### src/rtl/relprime_ctrl.sv
`timescale 1ns/1ps
`default_nettype none
// ============================================================================
//  Module      : relprime_ctrl
//  Description : Finds the smallest M >= M_START coprime to N using a
//                subtract-based Euclid loop, behind a start/busy/done
//                handshake. Optional macro RELPRIME_ITER_COUNT_EN adds the
//                iter_count port (GCD subtract steps of the last run).
//  Revision    : 1.0 - initial release
// ============================================================================
module relprime_ctrl #(
  parameter int WIDTH   = 16,
  parameter int M_START = 2
) (
  input  logic             clk,
  input  logic             rst_n,
  input  logic             start,
  input  logic [WIDTH-1:0] n_in,
  output logic             busy,
  output logic             done,
  output logic [WIDTH-1:0] result,
  output logic             err
`ifdef RELPRIME_ITER_COUNT_EN
  ,
  output logic [WIDTH-1:0] iter_count
`endif
);

  localparam logic [WIDTH-1:0] c_m_start  = WIDTH'(M_START);
  localparam logic [WIDTH-1:0] c_all_ones = {WIDTH{1'b1}};
  localparam logic [WIDTH-1:0] c_one      = WIDTH'(1);

  typedef enum logic [2:0] {
    S_IDLE  = 3'd0,
    S_LOAD  = 3'd1,
    S_GCD   = 3'd2,
    S_CHECK = 3'd3,
    S_FIN   = 3'd4
  } state_t;

  state_t           r_state;
  state_t           w_state_nxt;

  logic [WIDTH-1:0] r_n;
  logic [WIDTH-1:0] r_m;
  logic [WIDTH-1:0] r_a;
  logic [WIDTH-1:0] r_b;
  logic [WIDTH-1:0] r_result;
  logic             r_err;

  logic             w_n_zero;
  logic             w_a_eq_b;
  logic             w_a_gt_b;
  logic             w_coprime;
  logic             w_m_last;

  assign w_n_zero  = (n_in == '0);
  assign w_a_eq_b  = (r_a == r_b);
  assign w_a_gt_b  = (r_a > r_b);
  assign w_coprime = (r_a == c_one);
  assign w_m_last  = (r_m == c_all_ones);

  // State register
  always_ff @(posedge clk or negedge rst_n) begin
    if (!rst_n) begin
      r_state <= S_IDLE;
    end else begin
      r_state <= w_state_nxt;
    end
  end

  // Next-state logic
  always_comb begin
    w_state_nxt = r_state;
    case (r_state)
      S_IDLE: begin
        if (start) begin
          w_state_nxt = w_n_zero ? S_FIN : S_LOAD;
        end
      end
      S_LOAD:  w_state_nxt = S_GCD;
      S_GCD: begin
        if (w_a_eq_b) begin
          w_state_nxt = S_CHECK;
        end
      end
      S_CHECK: begin
        if (w_coprime || w_m_last) begin
          w_state_nxt = S_FIN;
        end else begin
          w_state_nxt = S_LOAD;
        end
      end
      S_FIN:   w_state_nxt = S_IDLE;
      default: w_state_nxt = S_IDLE;
    endcase
  end

  // Datapath: operands, candidate M and the held result
  always_ff @(posedge clk or negedge rst_n) begin
    if (!rst_n) begin
      r_n      <= '0;
      r_m      <= '0;
      r_a      <= '0;
      r_b      <= '0;
      r_result <= '0;
      r_err    <= 1'b0;
    end else begin
      case (r_state)
        S_IDLE: begin
          if (start) begin
            r_n      <= n_in;
            r_m      <= c_m_start;
            r_result <= '0;
            r_err    <= w_n_zero;
          end
        end
        S_LOAD: begin
          r_a <= r_n;
          r_b <= r_m;
        end
        S_GCD: begin
          if (!w_a_eq_b) begin
            if (w_a_gt_b) begin
              r_a <= r_a - r_b;
            end else begin
              r_b <= r_b - r_a;
            end
          end
        end
        S_CHECK: begin
          if (w_coprime) begin
            r_result <= r_m;
          end else if (w_m_last) begin
            // Candidate space exhausted: M would wrap to zero
            r_err    <= 1'b1;
            r_result <= '0;
          end else begin
            r_m <= r_m + c_one;
          end
        end
        default: begin
        end
      endcase
    end
  end

`ifdef RELPRIME_ITER_COUNT_EN
  logic [WIDTH-1:0] r_iter_cnt;
  logic [WIDTH-1:0] r_iter_out;

  // Step counter; the snapshot is taken on the edge entering FIN so it is
  // already valid alongside done
  always_ff @(posedge clk or negedge rst_n) begin
    if (!rst_n) begin
      r_iter_cnt <= '0;
      r_iter_out <= '0;
    end else begin
      case (r_state)
        S_IDLE: begin
          if (start) begin
            r_iter_cnt <= '0;
            if (w_n_zero) begin
              r_iter_out <= '0;
            end
          end
        end
        S_GCD: begin
          if (!w_a_eq_b && (r_iter_cnt != c_all_ones)) begin
            r_iter_cnt <= r_iter_cnt + c_one;
          end
        end
        S_CHECK: begin
          if (w_coprime || w_m_last) begin
            r_iter_out <= r_iter_cnt;
          end
        end
        default: begin
        end
      endcase
    end
  end

  assign iter_count = r_iter_out;
`endif

  assign busy   = (r_state != S_IDLE);
  assign done   = (r_state == S_FIN);
  assign result = r_result;
  assign err    = r_err;

endmodule
`default_nettype wire
### config.mk
export PLATFORM = sky130hd
export DESIGN_NAME = relprime_ctrl
export DESIGN_NICKNAME = d
export VERILOG_FILES = /design/src/rtl/relprime_ctrl.sv
export SDC_FILE = /design/constraint.sdc
export NUM_CORES = 1
export LEC_CHECK = 0
export ABC_AREA = 1
export CORE_MARGIN = 2
export CORE_UTILIZATION = 30
export DETAILED_ROUTE_END_ITERATION = 8
export PLACE_DENSITY = 0.58
export SETUP_SLACK_MARGIN = 0.3
export SYNTH_ARGS = -nofsm -noshare
export SYNTH_HDL_FRONTEND = slang
export SYNTH_SLANG_ARGS = --single-unit
### constraint.sdc
create_clock -name clk -period 2.4 [get_ports clk]
set_input_delay 0.24 -clock clk [delete_from_list [all_inputs] [get_ports clk]]
set_output_delay 0.24 -clock clk [all_outputs]
set_load 0.05 [all_outputs]
After elaboration in Yosys (flattened, before gate mapping)
Index checks and enable logic that the tools add are counted.
Word-level totals
  output and inout bits: 19
  input port bits: 19
  word-level logic and storage cells: 63
  register bits: 84
Operators by class
  equal/unequal tests: 16
  multiplexer cells: 23
  magnitude comparators: 1
  reduce and logical (&&, ||, !) cells: 13
  $add $sub $neg: 3
Operators with widths (count)
  2-to-1 mux 16 bit: 10
  case mux 16 bit (2 select lines): 4
  subtractor 16 bit: 2
  adder 16 x 1 -> 16 bit, second input constant: 1
  equality test 16 x 1 -> 1 bit, second input constant: 1
  equality test 16 bit: 1
  equality test 16 bit, second input constant: 1
  greater-than comparator 16 bit: 1
  zero test 16 bit: 1
  != test 2 bit, second input constant: 8
  2-to-1 mux 3 bit: 4
  case mux 3 bit (4 select lines): 1
  AND reduction 3 bit: 3
  AND reduction 4 bit: 2
  equality test 3 x 2 -> 1 bit, second input constant: 2
  AND reduction 2 bit: 2
  nonzero test 2 bit: 2
  equality test 3 x 1 -> 1 bit, second input constant: 1
  equality test 3 bit, second input constant: 1
  zero test 3 bit: 1
  2-to-1 mux 1 bit: 3
  != test 3 bit, second input constant: 1
  nonzero test 3 bit: 1
  case mux 1 bit (2 select lines): 1
  logical OR 1 bit: 1

Logic depth before layout (Yosys ltp)
Gate-level depths: netlist of the first run.
  depth after elaboration: 4
  gate-level depth with buffers: 15
  depth with buffers taken out: 14

Worst setup path before layout of the first run
Ideal clock, no wire load.
  kind: register to register
  start: reg r_a[0]
  end: reg r_b[14]
  path buffers: 1
  stages on the path, launching flop included: 15
  period minus slack after synthesis: 2.012 ns
  setup slack: 0.388 ns
  data required time: 2.283 ns
  arrival time: 1.895 ns
  setup time: 0.117 ns
  cells stage by stage: dfrtp_1 inv_1 ha_1 fa_1 inv_1 nand3_1 nand2_1 nand2_1 nand2_1 nand2_1 nand3_2 nand2_2 buf_6 nand3_1 nand2_1
Between the ends
  word-level cells in the longest chain between the ends: 4
  elaborated cells between the ends (all ways): 9
  classes of those cells: add/sub (1); order compare (1); eq/ne (3); mux (3); reduce/logical (1)
Ends and longest elaborated chain
  from (decl): line 46  | logic [WIDTH-1:0] r_a;
  from (signal assigned): line 119  | r_a <= r_n;
  from (signal assigned): line 125  | r_a <= r_a - r_b;
  subtractor 16 bit: line 127  | r_b <= r_b - r_a;
  2-to-1 mux 16 bit: line 124  | if (w_a_gt_b) begin
  2-to-1 mux 16 bit: line 123  | if (!w_a_eq_b) begin
  case mux 16 bit (2 select lines): line 109  | case (r_state)
  to (signal assigned): line 120  | r_b <= r_m;
  to (signal assigned): line 127
  to (decl): line 47  | logic [WIDTH-1:0] r_b;
Several ways; a longest one is shown, not always the timed one. The select of a mux whose other input is x is not followed.
A chain may end at the register's enable or synchronous reset.

Worst setup path after layout of the first run
  start: reg r_a[10]
  end: reg r_a[15]
Between the ends
  word-level cells in the longest chain between the ends: 4
  elaborated cells between the ends (all ways): 9
  classes of those cells: add/sub (1); order compare (1); eq/ne (3); mux (3); reduce/logical (1)
Ends and longest elaborated chain (line)
  subtractor 16 bit: 125
  2-to-1 mux 16 bit: 124
  2-to-1 mux 16 bit: 123
  case mux 16 bit (2 select lines): 109
Several ways; a longest one is shown, not always the timed one. The select of a mux whose other input is x is not followed.

==> results of run 1 <==
sequential cells by signal, indices dropped and copies added (netlist names):
| signal | flops |
|---|---|
| r_a | 16 |
| r_b | 16 |
| r_m | 16 |
| r_n | 16 |
| result | 16 |
| r_state | 3 |
| err | 1 |
power groups by stage:
stage | logic (mW) | registers [mW] | clock network [mW]
after detailed placement | 6.27 | 2.13 | 0
final | 7.67 | 2.16 | 1.58
after floorplan | 4.65 | 2.06 | 0
after global routing | 8.48 | 2.21 | 1.65
after CTS | 6.62 | 2.11 | 1.60
after global placement | 6.25 | 2.11 | 0
per-layer routing:
layer	share of wire, %	vias to the layer above
li1	-	2974
met1	48	2732
met2	44	143
met3	4.5	39
met4	3.8	0
met5	0	-
through the flow:
step                      worst slack, ns  std cells  instance area [um2]
after detailed placement            0.207       1225                 6820
after global placement              0.255       1225                 6820
after global routing                0.268       1260                 7690
final                               0.376       1260                 7690
after CTS                           0.308       1245                 7260
after floorplan                     0.388        920                 6080
cell usage after synthesis (all sizes together):
cell      n
a21oi    17
a31oi     1
and2      3
buf      10
clkbuf   11
clkinv    1
dfrtp    84
fa        2
ha       32
inv     154
mux2      1
nand2   355
nand3    80
nand4    20
nor2     53
nor3      6
o211ai    1
o21ai    59
or2      10
xor2     20
worst min-delay path by stage:
| stage | slack, ns | endpoint |
|---|---|---|
| after floorplan | -0.06 | err |
| after global placement | 0.18 | result[9] |
| after detailed placement | 0.19 | result[9] |
| after CTS | 0.36 | result[9] |
| after global routing | 0.39 | result[9] |
| final | 0.34 | result[9] |
cell type report:
| class | instances | share of cell area, % |
|---|---|---|
| sequential | 84 | 27.4 |
| timing repair buffer | 74 | 9.56 |
| tap | 270 | 4.39 |
| inverter | 155 | 7.61 |
| multi-input combinational | 661 | 46.8 |
| clock inverter | 5 | 1.07 |
| clock buffer | 11 | 3.15 |
repair_timing:
| action | 4_1_cts | 5_1_grt |
|---|---|---|
| cloned | 2 | 1 |
| setup buffers | 1 | 14 |
| gates resized for setup | 22 | 68 |
| endpoints found under the hold margin | 22 | 0 |
| hold buffers | 1 | 0 |
| setup endpoints to repair | 35 | 62 |
| pin swaps | 2 | 10 |
logic make-up (layout without fill, tap and decap cells):
logic type	Yosys count	after routing	share of synthesized area, %
buffers and inverters	176	245	11.8
adder cells (fa/ha/maj)	34	34	7.24
multiplexers	1	1	0.185
AND/OR/NAND/NOR	527	528	36.8
XOR/XNOR	20	20	2.88
flip-flops	84	84	34.6
AO/OA/AOI/OAI	78	78	6.54
==> metrics, run 1 <==
status=finished, final reports clean; multi-input logic area=3600 um2; Layout Skew=0.0111 ns; # Max-Cap Violations=0; Slew headroom=65.6%; DR iter-0 viols=406; reg2reg end=r_a[15]; crit path from=r_a[10]; die width=146 um; delay-heaviest family, CP=simple AND/OR/NAND/NOR gates; most common cell after layout, fill and taps aside=nand2_1; Sinks on Clock Net=84; sw power=5.74 mW; Sw Share=50.3%; all-layer global routing usage=17.0%; Setup TNS Final=0 ns; Final Core Density=38.4%; critical path startpoint category=flip-flop; fin crit period=2.02 ns; Worst R2R Start=r_a[10]; TritonCTS clock tree=done; gpl congestion=0.979; Avg WL per Cell=14.6 um; Cell Int Power=5.67 mW; flop-to-flop setup slack=0.38 ns; worst-margin pin slew=0.515 ns; Warnings, synthesis=0; Clock Tree Root=clkbuf_16; top cells by area, synth=dfrtp_1 (35%), nand2_1 (21%), inv_1 (9.3%); Synth cell types=31; Pins Over Slew Limit=0; H-tree depth=3; Detail Route Antenna Nets=0; critical setup path kind=flip-flop to flip-flop; PD cells=1480 nW/um2; Layout area overhead=26.6%; Detailed Place HPWL=13.5 mm; post-synth top area cell=dfrtp_1; CP max stage delay=0.38 ns; RSZ-0062 raised after global routing=yes; first-pass GRT wire length=28.8 mm; Rows=52; fin crit share=84.3%; Leakage Power=3.92 nW; CP Depth=12; Mapped Nets=973; worst-skew pair later-pin latency=0.36 ns; worst path arrival time=2.27 ns; largest net degree at the start of global routing=43; Via-to-Cell Ratio=4.67; Fillers=2162; Reg power frac=19.0%; drt first pass iters=5; Worst Hold Class=primary input to asynchronous set/reset pin; Slowest-stage cell, CP=dfrtp_1; met3 usage=3.41%; Port Buffer Count=37; CP Max Fanout=6; clock power share=13.8%; Max clock buf depth=2; final-report hold violation count=0; grt peak-use layer=met2; ant diodes=0; element type at the critical path end=flip-flop; grt ovf=0; share of cells above drive strength 1=14.4%; met1 Resource Use GR=23.7%; CP cell instances=inv_1 > ha_4 > buf_4 > nand2_1 > nor2_2 > inv_1 > nor3_2 > nand2_1 > nand3_1 > nand3_1 > nand2_1 > nand2_1; total number of vias=5888; combinational power share=67.2%; number of global-route vias before repair=5539; synthesized flop and latch total=84; Critical Path RT=2.65 ns; IR drop worst, VDD=0.000587 V; antenna violations before repair=0; register area=2110 um2; endpoints failing setup=0; Clk pin slew, worst setup/hold paths=0.07 ns; CTS Buf Count=9; die height=146 um; crit path to=r_a[15]; WL final=18.3 mm; top cell type's share of synthesized area=34.6%; post-synthesis sequential area ratio=34.6%; GR Util met2=25.6%; core area=20000 um2; reg2reg path depth=12; DRC=0; buffers and inverters on the worst path=3; Worst path most repeated cell=nand2_1; final hold slack=0.341 ns; Post-Syn Instances=920; Max Freq=494 MHz; Final Total Pwr=11.4 mW; area of the mapped netlist=6080 um2; Die ar.=21400 um2; num ports=38; Post-Syn Area per Cell=6.61 um2; most frequent cells in the layout=nand2_1 (333), inv_1 (139), dfrtp_1 (81); Initial Util=30.3%; Final nets=1038
Note: power is estimated with default switching activity, not from simulation.
==> run 2, diff against run 1 <==
Settings changed: PLACE_DENSITY 0.58 to 0.6.
Clock period 2.4 ns to 1.75 ns, I/O delays scaled along.
==> metrics, run 2 (synthesized netlist as in run 1, its figures left out) <==
status=finished with violations; failing checks=negative setup slack; Slew headroom=66.3%; Clock Tree Root=clkbuf_16; Initial Util=30.3%; # Max-Cap Violations=0; CTS Buf Count=9; TritonCTS clock tree=done; die width=146 um; RSZ-0062 raised after global routing=yes; critical path startpoint category=flip-flop; final-report hold violation count=0; Final nets=1177; total number of vias=6436; Via-to-Cell Ratio=4.60; worst slack at placement=-0.378 ns; gpl congestion=0.911; Leakage Power=4.82 nW; Layout area overhead=55.0%; critical setup path kind=flip-flop to flip-flop; Die ar.=21400 um2; Clk pin slew, worst setup/hold paths=0.07 ns; ant diodes=0; Sinks on Clock Net=84; largest net degree at the start of global routing=34; Detail Route Antenna Nets=0; PD cells=2070 nW/um2; Rows=52; WL final=19.9 mm; endpoints failing setup=46; first-pass GRT wire length=31.0 mm; DRC=0; element type at the critical path end=flip-flop; Pins Over Slew Limit=0; Fillers=2020; Max Freq=497 MHz; number of global-route vias before repair=6060; Layout Skew=0.00908 ns; placed inst area=8160 um2; die height=146 um; Port Buffer Count=37; design area=9420 um2; Critical Path RT=2.03 ns; fin crit period=2.01 ns; Avg WL per Cell=14.2 um; share of cells above drive strength 1=36.3%; Setup TNS Final=-6.67 ns; core area=20000 um2; antenna violations before repair=0; grt ovf=0; worst path arrival time=2.29 ns; IR drop worst, VDD=0.00107 V; worst-skew pair later-pin latency=0.36 ns; PnR worst setup slack=-0.262 ns; Detailed Place HPWL=14.9 mm; most frequent cells in the layout=nand2_1 (276), buf_4 (149), inv_1 (130); fin crit share=115%; final hold slack=0.292 ns; all-layer global routing usage=18.4%; drt first pass iters=5; Final Core Density=47.0%; Max clock buf depth=2; most common cell after layout, fill and taps aside=nand2_1; num ports=38; H-tree depth=3; DR iter-0 viols=369; CP Max Fanout=5; Worst Hold Class=primary input to asynchronous set/reset pin; worst-margin pin slew=0.507 ns
==> run 2: path summary, 6_finish.rpt <==
path / startpoint / endpoint / slack (ns) / cells past startpoint
max in group asynchronous: rst_n / r_n[5] / 0.82 / 3
min in group clk: n_in[11] / r_n[11] / 0.38 / 3
min reg2reg: result[4] / result[4] / 0.48 / 2
min: rst_n / result[4] / 0.29 / 2
max reg2reg: r_b[0] / r_a[2] / -0.26 / 14
max: r_b[0] / r_a[2] / -0.26 / 14
==> run 2: cell type report <==
class,instances,area (um2),share of cell area (%)
clock inverter,6,47.5,0.505
clock buffer,10,239,2.54
tap,270,338,3.59
inverter,155,599,6.36
sequential,84,2110,22.4
timing repair buffer,213,1920,20.4
multi-input combinational,661,4170,44.3
==> run 2: per-stage QoR <==
step / cells / total power [mW]
after floorplan: 920 / 10.0
final: 1399 / 19.5
after detailed placement: 1353 / 14.8
after global routing: 1399 / 21.1
after global placement: 1353 / 14.7
after CTS: 1376 / 17.4
==> run 2: where the power goes <==
| group | switching, mW | internal [mW] |
|---|---|---|
| Sequential | 0.470 | 2.51 |
| Combinational | 8.06 | 6.60 |
| Clock | 0.895 | 1.01 |
| Total | 9.42 | 10.1 |
==> run 2: per-layer routing <==
layer,part of all wire (%),vias to the layer above,global-route usage (%)
li1,-,3270,-
met1,47,3003,25.0
met2,46,137,29.6
met3,4.1,26,3.06
met4,2.7,0,6.70
met5,0,-,0
==> run 2: timing repair <==
| action | in CTS | in global routing |
|---|---|---|
| pin swaps | 13 | 61 |
| buffers inserted | 5 | 19 |
| gates resized for setup | 77 | 174 |
| hold endpoints to repair | 25 | 0 |
| cloned | 1 | 4 |
| setup endpoints to repair | 87 | 74 |
| hold buffers | 1 | 0 |
==> run 2: worst max-delay path, stage by stage (launching register included) <==
cell and delay, ns:
dfrtp_1 0.40, ha_4 0.17, fa_2 0.40, inv_2 0.07, nand3_2 0.06, nand2_2 0.10
nand2_4 0.06, nand2_4 0.07, nand2_4 0.06, nand2_2 0.06, nand2_2 0.06, nand2_4 0.15
clkbuf_16 0.18, nand2_2 0.04, o21ai_1 0.07
==> run 3, diff against run 2 <==
Settings changed: ABC_AREA 1 to unset, HOLD_SLACK_MARGIN set to 0.02, TNS_END_PERCENT set to 50.
==> metrics, run 3 <==
fin crit period=2.48 ns; PD cells=2420 nW/um2; register area=2110 um2; EDFF count, synth=0; number of global-route vias before repair=5521; H-tree depth=3; CTS Buf Count=9; TritonCTS clock tree=done; all-layer global routing usage=19.8%; Initial Util=30.7%; synthesized flop and latch total=84; area of the mapped netlist=5560 um2; Avg WL per Cell=18.0 um; Slew headroom=46.9%; Synth cell types=69; share of cells above drive strength 1=44.5%; top cells by count, synth=dfrtp_1 (84), nor2_1 (50), nand2_1 (48); post-synth top area cell=dfrtp_1; Fillers=1619; ys async rst share=100%; Final nets=885; total number of vias=5533; Clock Tree Root=clkbuf_16; Detail Route Antenna Nets=0; Worst Hold Class=primary input to asynchronous set/reset pin; gpl congestion=1.01; Max Freq=402 MHz; final-report hold violation count=0; most frequent cells in the layout=buf_4 (181), dfrtp_1 (80), nand2_1 (42); ant diodes=0; ys flop type=dfrtp_1; Leakage Power=3.89 nW; CP Max Fanout=3; Layout Skew=0.00943 ns; Via-to-Cell Ratio=5.20; Post-Syn Area per Cell=9.28 um2; Rows=49; post-synthesis sequential area ratio=37.8%; Setup TNS Final=-37.44 ns; count leader, synth=dfrtp_1; RSZ-0062 raised after global routing=yes; # Max-Cap Violations=0; Mapped Nets=652; Detailed Place HPWL=13.7 mm; Final Core Density=48.6%; antenna violations before repair=0; Layout area overhead=58.3%; IR drop worst, VDD=0.00106 V; die width=140 um; worst path arrival time=2.73 ns; fin crit share=142%; multi-input logic area=3790 um2; Die ar.=19600 um2; largest net degree at the start of global routing=34; failing checks=negative setup slack; Port Buffer Count=37; endpoints failing setup=67; top cell type's share of synthesized area=37.8%; num ports=38; Max clock buf depth=2; most common cell after layout, fill and taps aside=buf_4; grt ovf=0; die height=140 um; DRC=0; DR iter-0 viols=372; worst-skew pair later-pin latency=0.36 ns; Warnings, synthesis=0; PnR worst setup slack=-0.735 ns; WL final=19.2 mm; worst-margin pin slew=0.795 ns; critical setup path kind=flip-flop to flip-flop; top cells by area, synth=dfrtp_1 (38%), ha_1 (7.2%), a21oi_1 (3.9%); Sinks on Clock Net=84; Inst Count DP=1017; first-pass GRT wire length=30.1 mm; Post-Syn Instances=599; drt first pass iters=5; fin cells=1065; status=finished with violations; element type at the critical path end=flip-flop; core area=18100 um2; Clk pin slew, worst setup/hold paths=0.06 ns; Critical Path RT=1.99 ns; Pins Over Slew Limit=0; critical path startpoint category=flip-flop
-- run 3: changes by cell type after synthesis, moves of 17 or more --
cell / delta
a21oi_1: +27
mux2_2: +17
xnor2_1: +24
nand3_1: -59
o21ai_1: -20
nand2_1: -298
inv_1: -115
-- run 3: metrics by stage --
step           hold WS [ns]  setup slack [ns]  total power, mW  cell area [um2]
2_1_floorplan        -0.121            -0.625             10.3             5670
3_3_place_gp          0.165            -0.796             15.7             7530
3_5_place_dp          0.173            -0.829             15.8             7530
4_1_cts               0.363            -0.734             20.2             8530
5_1_grt               0.398            -0.795             22.7             8800
6_report              0.330            -0.735             21.3             8800
-- run 3: layout make-up --
cell class                 instances  area share [%]
multi-input combinational        448            43.1
timing repair buffer             253            24.8
sequential                        84            23.9
tap                              229            3.26
clock buffer                      10            2.60
inverter                          36            1.59
clock inverter                     5           0.697
-- run 3: power by group --
group | internal (mW) | leakage, nW | switching, mW
registers | 2.64 | 1.06 | 0.589
logic | 8.13 | 2.70 | 7.99
clock network | 1.10 | 0.131 | 0.830
total | 11.9 | 3.89 | 9.41
-- run 3: final timing paths --
check,from,to,slack [ns],cells after the start
max in group asynchronous,rst_n,r_b[3],0.71,3
max,r_a[0],r_a[12],-0.73,10
min reg2reg,result[3],result[3],0.49,1
min,rst_n,r_a[10],0.33,2
min in group clk,n_in[3],r_n[3],0.47,2
max reg2reg,r_a[0],r_a[12],-0.73,10
-- run 3: timing repair --
action / CTS / global route
hold endpoints to repair: 31 / 0
hold buffers: 1 / 0
gates cloned: 4 / 0
endpoints found under the setup margin: 97 / 86
setup buffers: 24 / 4
resized for setup: 109 / 56
pin swaps: 35 / 31
-- run 3: logic make-up (layout without fill, tap and decap cells) --
group	count (synthesis)	count (layout)	share of synthesized area [%]
and+or+nand+nor	203	203	19.6
DFF	84	84	37.8
AOI/OAI and AO/OA	155	157	19.5
xor gates and xnor gates	28	28	4.41
muxes	26	26	5.09
adders and majority gates	34	34	7.92
buffers and inverters	69	304	5.65
-- run 3: metal layers --
metal / GRT usage, % / up-vias / part of all wire, %
met2: 31.8 / 130 / 48
met5: 0 / - / 0
met3: 2.94 / 43 / 3.5
met1: 26.2 / 2728 / 45
li1: - / 2632 / -
met4: 9.46 / 0 / 3.7
-- run 3: worst max-delay path, stage by stage (launching register included) --
cell	delay, ns
dfrtp_1	0.38
inv_2	0.06
ha_4	0.17
fa_2	0.36
nand2b_4	0.16
a21o_4	0.23
buf_6	0.11
a31o_4	0.21
o21ba_4	0.20
o21ai_4	0.17
mux2_4	0.31
